$ cat config.mk
export PLATFORM = sky130hd
export DESIGN_NAME = memory_stage
export DESIGN_NICKNAME = d
export VERILOG_FILES = /design/src/rtl/memory_stage.sv
export SDC_FILE = /design/constraint.sdc
export NUM_CORES = 1
export LEC_CHECK = 0
export BUFFER_PORTS_ARGS = -buffer_cell sky130_fd_sc_hd__buf_2
export CELL_PAD_IN_SITES_DETAIL_PLACEMENT = 1
export CELL_PAD_IN_SITES_GLOBAL_PLACEMENT = 2
export CORE_MARGIN = 2
export CORE_UTILIZATION = 24
export CTS_CLUSTER_DIAMETER = 50
export CTS_CLUSTER_SIZE = 20
export DETAILED_ROUTE_END_ITERATION = 8
export GPL_TIMING_DRIVEN = 1
export PLACE_DENSITY_LB_ADDON = 0.1
export SYNTH_ARGS = -nofsm -noshare
export SYNTH_HDL_FRONTEND = slang
export SYNTH_SLANG_ARGS = --single-unit
$ cat constraint.sdc
create_clock -name clk -period 1.78 [get_ports clk]
set_clock_uncertainty 0.05 [all_clocks]
set_input_delay 0.356 -clock clk [delete_from_list [all_inputs] [get_ports clk]]
set_output_delay 0.356 -clock clk [all_outputs]
set_load 0.005 [all_outputs]
$ cat src/rtl/memory_stage.sv
// memory_stage: EX/MEM register plus IDLE/MEM/WB sequencer for loads, stores and writeback.
module memory_stage (
   input  logic        clk,
   input  logic        rst,
   input  logic        ex_valid,
   output logic        ex_ready,
   input  logic [13:0] control_word_ex,
   input  logic [31:0] ALU_result,
   input  logic [31:0] calculated_adr,
   input  logic [31:0] regfileb_ex,
   input  logic [31:0] pc_plus_4_ex,
   output logic        dmem_req,
   output logic        dmem_we,
   output logic [31:0] dmem_addr,
   output logic [3:0]  dmem_be,
   output logic [31:0] dmem_wdata,
   input  logic        dmem_ack,
   input  logic [31:0] dmem_rdata,
   output logic        wb_valid,
   output logic        wb_rf_we,
   output logic [4:0]  wb_rd,
   output logic [31:0] wb_data,
   output logic        redirect_valid,
   output logic [31:0] redirect_pc,
   output logic        misaligned
);
   typedef enum logic [1:0] {IDLE, MEM, WB} state_t;
   state_t      state;
   logic [13:0] cw_q;
   logic [31:0] alu_q, adr_q, rs2_q, pc4_q, ld_q;
   logic        mis_q;
   logic        accept, in_mem, in_mis, st_mem, st_wb;
   logic [2:0]  f3;
   logic [1:0]  wb_src;
   logic [4:0]  rd;
   logic [3:0]  be_raw;
   logic [31:0] wdata_raw, ld_ext, wb_sel;
   assign accept = ex_valid & ex_ready;
   assign in_mem = control_word_ex[11] | (control_word_ex[10:9] == 2'b01);
   // Misalignment is decided at accept so a bad access never reaches MEM.
   assign in_mis = in_mem & (((control_word_ex[1:0] == 2'b01) & calculated_adr[0]) |
                             ((control_word_ex[2:0] == 3'b010) & (calculated_adr[1:0] != 2'b00)));
   always_ff @(posedge clk) begin
      if (rst) begin
         state <= IDLE;
         cw_q  <= '0;
         alu_q <= '0;
         adr_q <= '0;
         rs2_q <= '0;
         pc4_q <= '0;
         ld_q  <= '0;
         mis_q <= 1'b0;
      end else if (accept) begin
         cw_q  <= control_word_ex;
         alu_q <= ALU_result;
         adr_q <= calculated_adr;
         rs2_q <= regfileb_ex;
         pc4_q <= pc_plus_4_ex;
         mis_q <= in_mis;
         state <= (in_mem & ~in_mis) ? MEM : WB;
      end else if (state == WB) begin
         state <= IDLE;
      end else if (state == MEM && dmem_ack) begin
         ld_q  <= dmem_rdata >> {adr_q[1:0], 3'b000};
         state <= WB;
      end
   end
   assign f3     = cw_q[2:0];
   assign wb_src = cw_q[10:9];
   assign rd     = cw_q[7:3];
   assign st_mem = state == MEM;
   assign st_wb  = state == WB;
   always_comb begin
      be_raw    = ~cw_q[11] ? 4'b1111 :
                  f3[1:0] == 2'b00 ? 4'b0001 << adr_q[1:0] :
                  f3[1:0] == 2'b01 ? 4'b0011 << adr_q[1:0] : 4'b1111;
      wdata_raw = f3[1:0] == 2'b00 ? {4{rs2_q[7:0]}} :
                  f3[1:0] == 2'b01 ? {2{rs2_q[15:0]}} : rs2_q;
      ld_ext    = f3 == 3'b000 ? {{24{ld_q[7]}}, ld_q[7:0]} :
                  f3 == 3'b001 ? {{16{ld_q[15]}}, ld_q[15:0]} :
                  f3 == 3'b100 ? {24'b0, ld_q[7:0]} :
                  f3 == 3'b101 ? {16'b0, ld_q[15:0]} : ld_q;
      wb_sel    = wb_src == 2'b00 ? alu_q :
                  wb_src == 2'b01 ? ld_ext :
                  wb_src == 2'b10 ? pc4_q : adr_q;
   end
   assign ex_ready       = ~st_mem;
   assign dmem_req       = st_mem;
   assign dmem_we        = st_mem & cw_q[11];
   assign dmem_addr      = st_mem ? {adr_q[31:2], 2'b00} : '0;
   assign dmem_be        = st_mem ? be_raw : '0;
   assign dmem_wdata     = st_mem ? wdata_raw : '0;
   assign wb_valid       = st_wb;
   assign wb_rf_we       = st_wb & cw_q[12] & (rd != 5'd0) & ~mis_q;
   assign wb_rd          = st_wb ? rd : '0;
   assign wb_data        = st_wb ? wb_sel : '0;
   assign misaligned     = st_wb & mis_q;
   assign redirect_valid = st_wb & (cw_q[13] | cw_q[8]);
   assign redirect_pc    = st_wb ? adr_q : '0;
endmodule

==> results of run 1 <==
cell type report:
class / instances / area [um2]
Timing Repair Buffer: 504 / 5150
Antenna cell: 4 / 10.0
Fill cell: 4161 / 19500
Multi-Input combinational cell: 930 / 7060
Tap cell: 468 / 586
Sequential cell: 177 / 3570
Clock buffer: 23 / 478
Inverter: 23 / 101
Clock inverter: 9 / 154
synthesized netlist by cell type (all sizes together), types with 2 or more instances:
cell / n
nand3: 16
o21ai: 55
inv: 21
mux2i: 42
a211oi: 2
a311oi: 8
nand2b: 7
nand3b: 3
nor2b: 3
clkinv: 2
dfxtp: 177
and2: 104
nand2: 347
clkbuf: 56
a21oi: 249
mux4: 8
buf: 51
nor3: 17
ha: 4
nor2: 54
or2: 2
worst max-delay path, cell delays in order (launching register included):
cell	delay, ns
dfxtp_2	0.34
inv_2	0.05
a211oi_4	0.37
buf_6	0.23
o21ai_4	0.07
a21oi_2	0.18
buf_2	0.14
how the worst min path moves through the flow:
stage | start | to | slack [ns] | cells after the start
5_1_grt | pc_plus_4_ex[31] | pc4_q[31]$_SDFFE_PP0P_ | 0.07 | 3
3_5_place_dp | alu_q[16]$_SDFFE_PP0P_ | alu_q[16]$_SDFFE_PP0P_ | 0.40 | 2
6_report | calculated_adr[29] | adr_q[29]$_SDFFE_PP0P_ | 0.09 | 3
3_3_place_gp | ld_q[24]$_SDFFE_PP0P_ | ld_q[24]$_SDFFE_PP0P_ | 0.39 | 2
4_1_cts | regfileb_ex[29] | rs2_q[29]$_SDFFE_PP0P_ | 0.07 | 3
2_1_floorplan | ld_q[24]$_SDFFE_PP0P_ | ld_q[24]$_SDFFE_PP0P_ | 0.38 | 2
metrics by stage:
stage	hold slack (ns)	TNS, ns	std cells
final	0.0862	-59.30	2138
after CTS	0.0651	-59.65	2084
after global routing	0.0691	-77.32	2135
after global placement	0.386	-1.89	1994
after detailed placement	0.397	-1.43	1994
after floorplan	0.377	0	1236
timing repair:
action                     CTS  global route
pin swaps                   35           257
resized for setup          207           704
cloned                      23            35
setup buffers               36            27
setup endpoints to repair  146           300
cell usage in the layout, fill, tap and decap left out, types with 4 or more instances in the layout:
master,netlist,routed
clkbuf_16,0,40
diode_2,0,4
dfxtp_2,0,4
and2_1,104,20
a21oi_2,0,168
mux2i_1,42,35
o21ai_0,54,12
dfxtp_1,177,166
o21ai_1,1,23
buf_16,0,21
dfxtp_4,0,7
nor2_4,0,4
buf_2,29,233
buf_12,0,46
nor2_1,53,45
inv_1,20,19
buf_6,10,111
nor2_2,1,5
o21ai_2,0,16
mux4_2,8,8
buf_8,1,18
nand2_4,0,127
nand3_1,16,16
a21oi_4,0,5
nand2_1,346,176
bufinv_16,0,4
nand2_2,1,43
mux2i_4,0,5
o21ai_4,0,4
nand2b_4,0,5
a21oi_1,249,76
buf_4,9,52
nor3_1,17,17
and2_4,0,84
a311oi_1,8,6
per-layer routing:
| layer | vias to the layer above | share of wire, % |
|---|---|---|
| li1 | 4938 | - |
| met1 | 5185 | 43 |
| met2 | 289 | 50 |
| met3 | 45 | 5.5 |
| met4 | 14 | 1.3 |
| met5 | - | 0.17 |
registers in the layout, summed over array words and instances (netlist names):
name	count
rs2_q	32
pc4_q	32
alu_q	32
state	2
ld_q	32
adr_q	32
mis_q	1
cw_q	14
power groups by stage:
stage               combinational (uW)  sequential (uW)  clock, uW
floorplan                          983             4380          0
global placement                  1820             4460          0
detailed placement                1840             4470          0
CTS                               2430             4380       4320
global route                      3720             4450       4490
finish                            3530             4430       4220
logic make-up (layout without fill, tap and decap cells):
logic type                 count (synthesis)  after routing  share of synthesized area (%)
DFF                                      177            177                           39.7
buffers and inverters                    130            559                           7.22
and+or+nand+nor                          553            554                           27.2
adders and majority gates                  4              4                          0.561
other                                      1              6                         0.0420
AOI/OAI and AO/OA                        320            320                           18.6
muxes                                     50             50                           6.73
==> out/metrics.csv, run 1 <==
metric,value,unit
status,"complete, but fails checks",
violated checks,setup timing,
critical-path maximum fanout,8,
Synth Instances,1235,
die height,197,um
htree depth,4,
CP startpoint,ld_q[15]$_SDFFE_PP0P_,
clock sinks,177,
final setup margin,-0.478,ns
Reg-to-Reg End,adr_q[20]$_SDFFE_PP0P_,
Yosys cell types,37,
Max-Cap Viols,0,
first-pass GRT wire length,65700,um
Seq pwr share,36.4,%
RR Startpoint,state[1]$_SDFFE_PP0P_,
Area contributors post-synth,"dfxtp_1, nand2_1, a21oi_1",
RSZ-0062 raised after global routing,true,
TritonCTS clock tree,yes,
worst setup path endpoint,wb_data[16],
Final Setup Violations,288,
IO Port Bufs,319,
placed instance area,11400,um2
"Seq/Total Area, Yosys",39.7,%
Area Growth Syn to Fin,91.8,%
Crit. End Element,output port,
Final Hold Viols,0,
worst path arrival time,1.85,ns
Final GP Congestion,0.881,
final WL,51300,um
Floorplan Core Area,36600,um2
number of I/O pins,322,
drt wl/cell,24.0,um
Starting Density,24.4,%
Lkg Pwr,0.00736,uW
Comb pwr share,29.0,%
Power Dens Cells,711,nW/um2
peak supply drop,0.000729,V
pins over their slew limit,0,
"Core Util, Final",46.7,%
largest net degree at the start of global routing,49,
Worst Path Required,1.37,ns
DP HPWL,30400,um
Worst-path clk slew,0.07,ns
latest clock arrival within the worst-skew pair,0.45,ns
crit path launch type,register,
Final Instance Area,17100,um2
die width,197,um
share of the synthesized area in the top cell type,39.7,%
fmax,443,MHz
warnings from Yosys,0,
Setup CP Type,register to output port,
crit path time final,2.26,ns
"antenna viol nets, final",0,
gr ovfl total,0,
antenna violations before repair,11,
Synth Register Bits,177,
CTS Root Buffer Type,clkbuf_16,
DR vias/cell,4.90,
Clk pwr share,34.7,%
CTS buffer count,17,
drt first-iter violations,351,
vias,10500,
met3 usage,5.60,%
"EDFF count, synth",0,
Worst Hold Class,input pin to register,
DRC,0,
Pwr Total,12200,uW
die area,38700,um2
Site Rows,70,
slack of the worst reg-to-reg path,-0.25,ns
Netlist Area Pre-Place,8920,um2
GRT Total Usage,23.1,%
share of cells above drive strength 1,62.2,%
pre-CTS setup slack,-0.148,ns
Nets,1835,
Sw Ratio,31.3,%
grt met2 use,39.2,%
largest buffer count on any clock path,2,
CTS Hold Bufs,0,
Post-Syn Area per Cell,7.22,um2
Sw Pwr,3810,uW
vias in the first global route,10200,
busiest grt layer,met2,
"Top FF cell, synth",dfxtp_1,
R2R depth,11,
GR Util met1,29.6,%
Final Cycle Share,127,%
top cell type by total area after synthesis,dfxtp_1,
ys async rst share,0,%
DR pass1 iterations,4,
Internal,8360,uW
Note: power is estimated with default switching activity, not from simulation.
==> run 2, diff against run 1 <==
--- a/config.mk
+++ b/config.mk
@@ -10,11 +10,13 @@
 export CELL_PAD_IN_SITES_GLOBAL_PLACEMENT = 2
 export CORE_MARGIN = 2
 export CORE_UTILIZATION = 24
+export CTS_BUF_LIST = sky130_fd_sc_hd__clkbuf_16
 export CTS_CLUSTER_DIAMETER = 50
 export CTS_CLUSTER_SIZE = 20
 export DETAILED_ROUTE_END_ITERATION = 8
 export GPL_TIMING_DRIVEN = 1
 export PLACE_DENSITY_LB_ADDON = 0.1
+export SLEW_MARGIN = 40
 export SYNTH_ARGS = -nofsm -noshare
 export SYNTH_HDL_FRONTEND = slang
 export SYNTH_SLANG_ARGS = --single-unit
==> out/metrics.csv, run 2 (same netlist as run 1, synthesis figures left out) <==
metric,value,unit,change
status,"complete, but fails checks",,unchanged
violated checks,setup timing,,unchanged
die height,197,um,unchanged
GRT Total Usage,22.9,%,was 23.1%
antenna violations before repair,9,,was 11
pins over their slew limit,0,,unchanged
Worst Hold Class,input pin to register,,unchanged
DP HPWL,30400,um,unchanged
crit path launch type,register,,unchanged
die width,197,um,unchanged
critical path buffer and inverter count,4,,was 3
Floorplan Core Area,36600,um2,unchanged
drt wl/cell,24.2,um,was 24.0 um
share of cells above drive strength 1,61.3,%,was 62.2%
TritonCTS clock tree,yes,,unchanged
peak supply drop,0.000726,V,was 0.000729 V
"slowest stage cell, crit path",a211oi_4,,unchanged
DRC,0,,unchanged
largest net degree at the start of global routing,49,,unchanged
Power Dens Cells,701,nW/um2,was 711 nW/um2
Slew HR,64.9,%,
Worst-path clk slew,0.07,ns,about the same
CTS Root Buffer Type,clkbuf_16,,unchanged
CP max stage delay,0.36,ns,was 0.37 ns
Crit path max-delay family,compound AO/OA/AOI/OAI gates,,unchanged
final WL,52200,um,was 51300 um
Area Growth Syn to Fin,93.3,%,was 91.8%
Lkg Pwr,0.00732,uW,was 0.00736 uW
gr ovfl total,0,,unchanged
Site Rows,70,,unchanged
Crit. End Element,output port,,unchanged
worst path arrival time,1.84,ns,was 1.85 ns
latest clock arrival within the worst-skew pair,0.45,ns,about the same
CTS Hold Bufs,0,,unchanged
drt first-iter violations,422,,was 351
die area,38700,um2,unchanged
filler cell count,4168,,was 4161
RSZ-0062 raised after global routing,true,,unchanged
first-pass GRT wire length,65200,um,was 65700 um
CTS buffer count,17,,unchanged
number of I/O pins,322,,unchanged
Final GP Congestion,0.881,,unchanged
pre-CTS setup slack,-0.148,ns,unchanged
clock sinks,177,,unchanged
crit path time final,2.25,ns,was 2.26 ns
Final Hold Viols,0,,unchanged
most frequent cells in the layout,"buf_2, nand2_1, dfxtp_1",,"was buf_2, nand2_1, a21oi_2"
"Core Util, Final",47.1,%,was 46.7%
vias,10500,,about the same
Final Cycle Share,126,%,was 127%
Starting Density,24.4,%,unchanged
largest buffer count on any clock path,2,,unchanged
DR vias/cell,4.88,,was 4.90
Worst Path Required,1.37,ns,about the same
"antenna viol nets, final",0,,unchanged
worst slew pin tran,0.522,ns,
critical-path maximum fanout,8,,unchanged
Max-Cap Viols,0,,unchanged
Final Setup Violations,284,,was 288
cell-by-cell listing of the critical path,inv_2 -> a211oi_4 -> buf_6 -> buf_4 -> o21ai_2 -> a21oi_2 -> buf_2,,was inv_2 -> a211oi_4 -> buf_6 -> o21ai_4 -> a21oi_2 -> buf_2
Setup CP Type,register to output port,,unchanged
IO Port Bufs,319,,unchanged
htree depth,4,,unchanged
"commonest non-fill, non-tap cell in the layout",buf_2,,unchanged
final setup margin,-0.466,ns,was -0.478 ns
vias in the first global route,10200,,about the same
fmax,445,MHz,was 443 MHz
Nets,1849,,was 1835
DR pass1 iterations,5,,was 4
## run 2: changes by cell type in the layout (fill, tap and decap cells not counted), moves of 4 or more
cell / previous run / this run
mux2i_4: 5 / 9
nand2_1: 176 / 200
buf_2: 233 / 226
buf_6: 111 / 125
o21ai_2: 16 / 22
nand2_2: 43 / 33
clkbuf_16: 40 / 44
a21oi_1: 76 / 80
a21oi_2: 168 / 163
buf_4: 52 / 56
nand2_4: 127 / 114
## run 2: per-layer routing
layer	vias up	routed length, um	global-route usage, %
met5	-	59	0
met1	5195	23000	29.3
li1	4971	-	-
met2	279	25600	38.9
met3	56	2630	5.53
met4	10	870	4.93
## run 2: final timing paths
| kind | depth (start not counted) | end | start | slack (ns) |
|---|---|---|---|---|
| hold / removal | 3 | rs2_q[30]$_SDFFE_PP0P_ | regfileb_ex[30] | 0.08 |
| setup reg to reg | 10 | adr_q[28]$_SDFFE_PP0P_ | state[1]$_SDFFE_PP0P_ | -0.20 |
| setup / recovery | 7 | wb_data[31] | ld_q[15]$_SDFFE_PP0P_ | -0.47 |
| hold reg to reg | 2 | ld_q[27]$_SDFFE_PP0P_ | ld_q[27]$_SDFFE_PP0P_ | 0.40 |
## run 2: final cells by class
class,count,area (um2),share of cell area [%]
clock buffer,17,425,2.47
sequential,177,3570,20.7
tap,468,586,3.40
clock inverter,15,176,1.02
inverter,23,101,0.588
multi-input combinational,932,7030,40.7
timing repair buffer,516,5350,31.0
antenna,4,10.0,0.0580
## run 2: report_power, final
part | switching, uW | internal, uW | leakage, uW | total, uW
sequential | 222 | 4190 | 0.00146 | 4410
clock | 1760 | 2320 | 0.000299 | 4080
combinational | 1850 | 1750 | 0.00557 | 3600
## run 2: what timing repair did
| item | in CTS | in global routing |
|---|---|---|
| endpoints found under the setup margin | 146 | 300 |
| cloned | 21 | 42 |
| gates resized for setup | 196 | 695 |
| buffers inserted | 32 | 41 |
| pin swaps | 33 | 230 |
## run 2: metrics by stage
stage / instances / total power [uW] / setup TNS (ns) / hold WS [ns] / instance area [um2]
floorplan: 1236 / 5360 / 0 / 0.377 / 8930
global placement: 1994 / 6280 / -1.89 / 0.386 / 11400
detailed placement: 1994 / 6300 / -1.43 / 0.397 / 11400
CTS: 2078 / 10900 / -61.21 / 0.0649 / 13500
global route: 2149 / 12600 / -78.70 / 0.0639 / 17200
finish: 2152 / 12100 / -59.70 / 0.0813 / 17200
## run 2: worst reg2reg max path: cells and delay by family (launching register included)
family / cells / cell delay (ns)
AOI/OAI and AO/OA: 1 / 0.11
DFF: 1 / 0.34
buffers and inverters: 6 / 0.88
and+or+nand+nor: 3 / 0.54
==> run 3, diff against run 2 <==
--- a/config.mk
+++ b/config.mk
@@ -5,15 +5,15 @@
 export SDC_FILE = /design/constraint.sdc
 export NUM_CORES = 1
 export LEC_CHECK = 0
-export BUFFER_PORTS_ARGS = -buffer_cell sky130_fd_sc_hd__buf_2
 export CELL_PAD_IN_SITES_DETAIL_PLACEMENT = 1
 export CELL_PAD_IN_SITES_GLOBAL_PLACEMENT = 2
 export CORE_MARGIN = 2
-export CORE_UTILIZATION = 24
-export CTS_BUF_LIST = sky130_fd_sc_hd__clkbuf_16
+export CORE_UTILIZATION = 32
+export CTS_BUF_LIST = sky130_fd_sc_hd__clkbuf_8
 export CTS_CLUSTER_DIAMETER = 50
 export CTS_CLUSTER_SIZE = 20
 export DETAILED_ROUTE_END_ITERATION = 8
+export DONT_BUFFER_PORTS = 1
 export GPL_TIMING_DRIVEN = 1
 export PLACE_DENSITY_LB_ADDON = 0.1
 export SLEW_MARGIN = 40
==> out/metrics.csv, run 3 (same netlist as run 1, synthesis figures left out) <==
metric,value,unit,change
die width,171,um,was 197 um
TritonCTS clock tree,yes,,unchanged
Nets,1482,,was 1849
GRT Total Usage,24.6,%,was 22.9%
status,"complete, but fails checks",,unchanged
"slowest stage cell, crit path",dfxtp_2,,was a211oi_4
pre-CTS setup slack,0.0204,ns,was -0.148 ns
"commonest non-fill, non-tap cell in the layout",nand2_1,,was buf_2
fmax,465,MHz,was 445 MHz
gr ovfl total,0,,unchanged
area of the multi-input gates,6100,um2,was 7030 um2
RSZ-0062 raised after global routing,true,,unchanged
Floorplan Core Area,27600,um2,was 36600 um2
"antenna viol nets, final",0,,unchanged
drt wl/cell,25.3,um,was 24.2 um
Worst-path clk slew,0.10,ns,was 0.07 ns
Slew HR,58.0,%,was 64.9%
final WL,42800,um,was 52200 um
Final Cycle Share,121,%,was 126%
pins over their slew limit,0,,unchanged
Starting Density,32.3,%,was 24.4%
CTS buffer count,17,,unchanged
Worst Hold Class,input pin to register,,unchanged
Final Setup Violations,281,,was 284
Area Growth Syn to Fin,46.4,%,was 93.3%
Post-Place Cells,1554,,was 1994
drt first-iter violations,510,,was 422
critical-path maximum fanout,4,,was 8
Power Dens Cells,745,nW/um2,was 701 nW/um2
htree depth,4,,unchanged
die height,171,um,was 197 um
die area,29200,um2,was 38700 um2
"Core Util, Final",47.3,%,was 47.1%
Final Hold Viols,131,,was 0
CTS Root Buffer Type,clkbuf_8,,was clkbuf_16
cell-by-cell listing of the critical path,nor2b_4 -> buf_6 -> clkbuf_16 -> o21ai_0 -> a21oi_1 -> buf_4,,was inv_2 -> a211oi_4 -> buf_6 -> buf_4 -> o21ai_2 -> a21oi_2 -> buf_2
Final Non-Filler Cells,1693,,was 2152
CP max stage delay,0.37,ns,was 0.36 ns
Final GP Congestion,0.786,,was 0.881
Setup CP Type,register to output port,,unchanged
vias in the first global route,8602,,was 10200
number of I/O pins,322,,unchanged
peak supply drop,0.000472,V,was 0.000726 V
DR pass1 iterations,6,,was 5
crit path time final,2.15,ns,was 2.25 ns
antenna violations before repair,2,,was 9
DR vias/cell,5.31,,was 4.88
Lkg Pwr,0.00477,uW,was 0.00732 uW
Worst Path Required,1.37,ns,about the same
latest clock arrival within the worst-skew pair,0.47,ns,was 0.45 ns
first-pass GRT wire length,53900,um,was 65200 um
violated checks,"hold timing, setup timing",,was setup timing
largest net degree at the start of global routing,178,,was 49
largest buffer count on any clock path,2,,unchanged
most frequent cells in the layout,"nand2_1, dfxtp_1, a21oi_1",,"was buf_2, nand2_1, dfxtp_1"
crit path launch type,register,,unchanged
worst slew pin tran,0.624,ns,was 0.522 ns
worst path arrival time,1.74,ns,was 1.84 ns
Max-Cap Viols,0,,unchanged
Worst Hold Slack,-0.0992,ns,was 0.0813 ns
Register Area,3580,um2,was 3570 um2
share of cells above drive strength 1,36.9,%,was 61.3%
Crit. End Element,output port,,unchanged
vias,8991,,was 10500
filler cell count,3216,,was 4168
DRC,0,,unchanged
clock sinks,177,,unchanged
DP HPWL,24400,um,was 30400 um
final setup margin,-0.371,ns,was -0.466 ns
Site Rows,61,,was 70
IO Port Bufs,0,,was 319
[run 3: cell types whose count changed in the layout (fill, tap and decap cells not counted), sizes merged, moves of 2 or more]
cell         previous run  this run
bufbuf                  0         2
diode                   4         2
inv                    25        31
buf                   489       108
bufinv                  4         0
clkinv                  7         3
dlygate4sd3             0        14
[run 3: metal layers]
layer	track usage [%]	vias to the layer above	routed length [um]
met5	0	-	0
met4	7.66	0	940
met3	7.06	41	2830
met2	41.5	275	21000
met1	30.2	4441	18100
li1	-	4234	-
[run 3: critical path, delay by kind of cell (launching register included)]
family                 cells  cell delay, ns
AO/OA/AOI/OAI              2            0.21
buffers and inverters      3            0.46
flip-flops                 1            0.37
AND/OR/NAND/NOR            1            0.23
[run 3: through the flow]
| step | instance area, um2 | TNS [ns] | total power, uW |
|---|---|---|---|
| 2_1_floorplan | 8930 | 0 | 5360 |
| 3_3_place_gp | 9360 | 0 | 5750 |
| 3_5_place_dp | 9360 | 0 | 5770 |
| 4_1_cts | 10900 | -33.83 | 9070 |
| 5_1_grt | 13100 | -69.57 | 10100 |
| 6_report | 13100 | -51.46 | 9730 |
[run 3: worst paths after layout]
kind | endpoint | slack [ns] | depth (start not counted) | startpoint
max | wb_data[17] | -0.37 | 6 | state[1]$_SDFFE_PP0P_
min reg2reg | ld_q[31]$_SDFFE_PP0P_ | 0.41 | 2 | ld_q[31]$_SDFFE_PP0P_
max reg2reg | pc4_q[12]$_SDFFE_PP0P_ | -0.19 | 10 | state[1]$_SDFFE_PP0P_
min | alu_q[1]$_SDFFE_PP0P_ | -0.1 | 1 | rst
[run 3: report_power, final]
part | total [uW] | internal, uW | leakage, uW | switching, uW
combinational | 2460 | 1170 | 0.00311 | 1290
sequential | 4410 | 4190 | 0.00146 | 220
clock | 2860 | 1100 | 0.000193 | 1760
total | 9730 | 6460 | 0.00477 | 3270
[run 3: area by class of cell]
type / count / share of cell area [%]
clock buffer: 19 / 2.00
antenna: 2 / 0.0383
multi-input combinational: 932 / 46.7
clock inverter: 13 / 0.891
timing repair buffer: 149 / 18.5
tap: 378 / 3.62
inverter: 23 / 0.853
sequential: 177 / 27.4
[run 3: what timing repair did]
item,in CTS,in global routing
gates cloned,15,39
buffers inserted,22,24
pin swaps,35,77
resized for setup,199,311
endpoints found under the setup margin,141,252
endpoints found under the hold margin,177,177
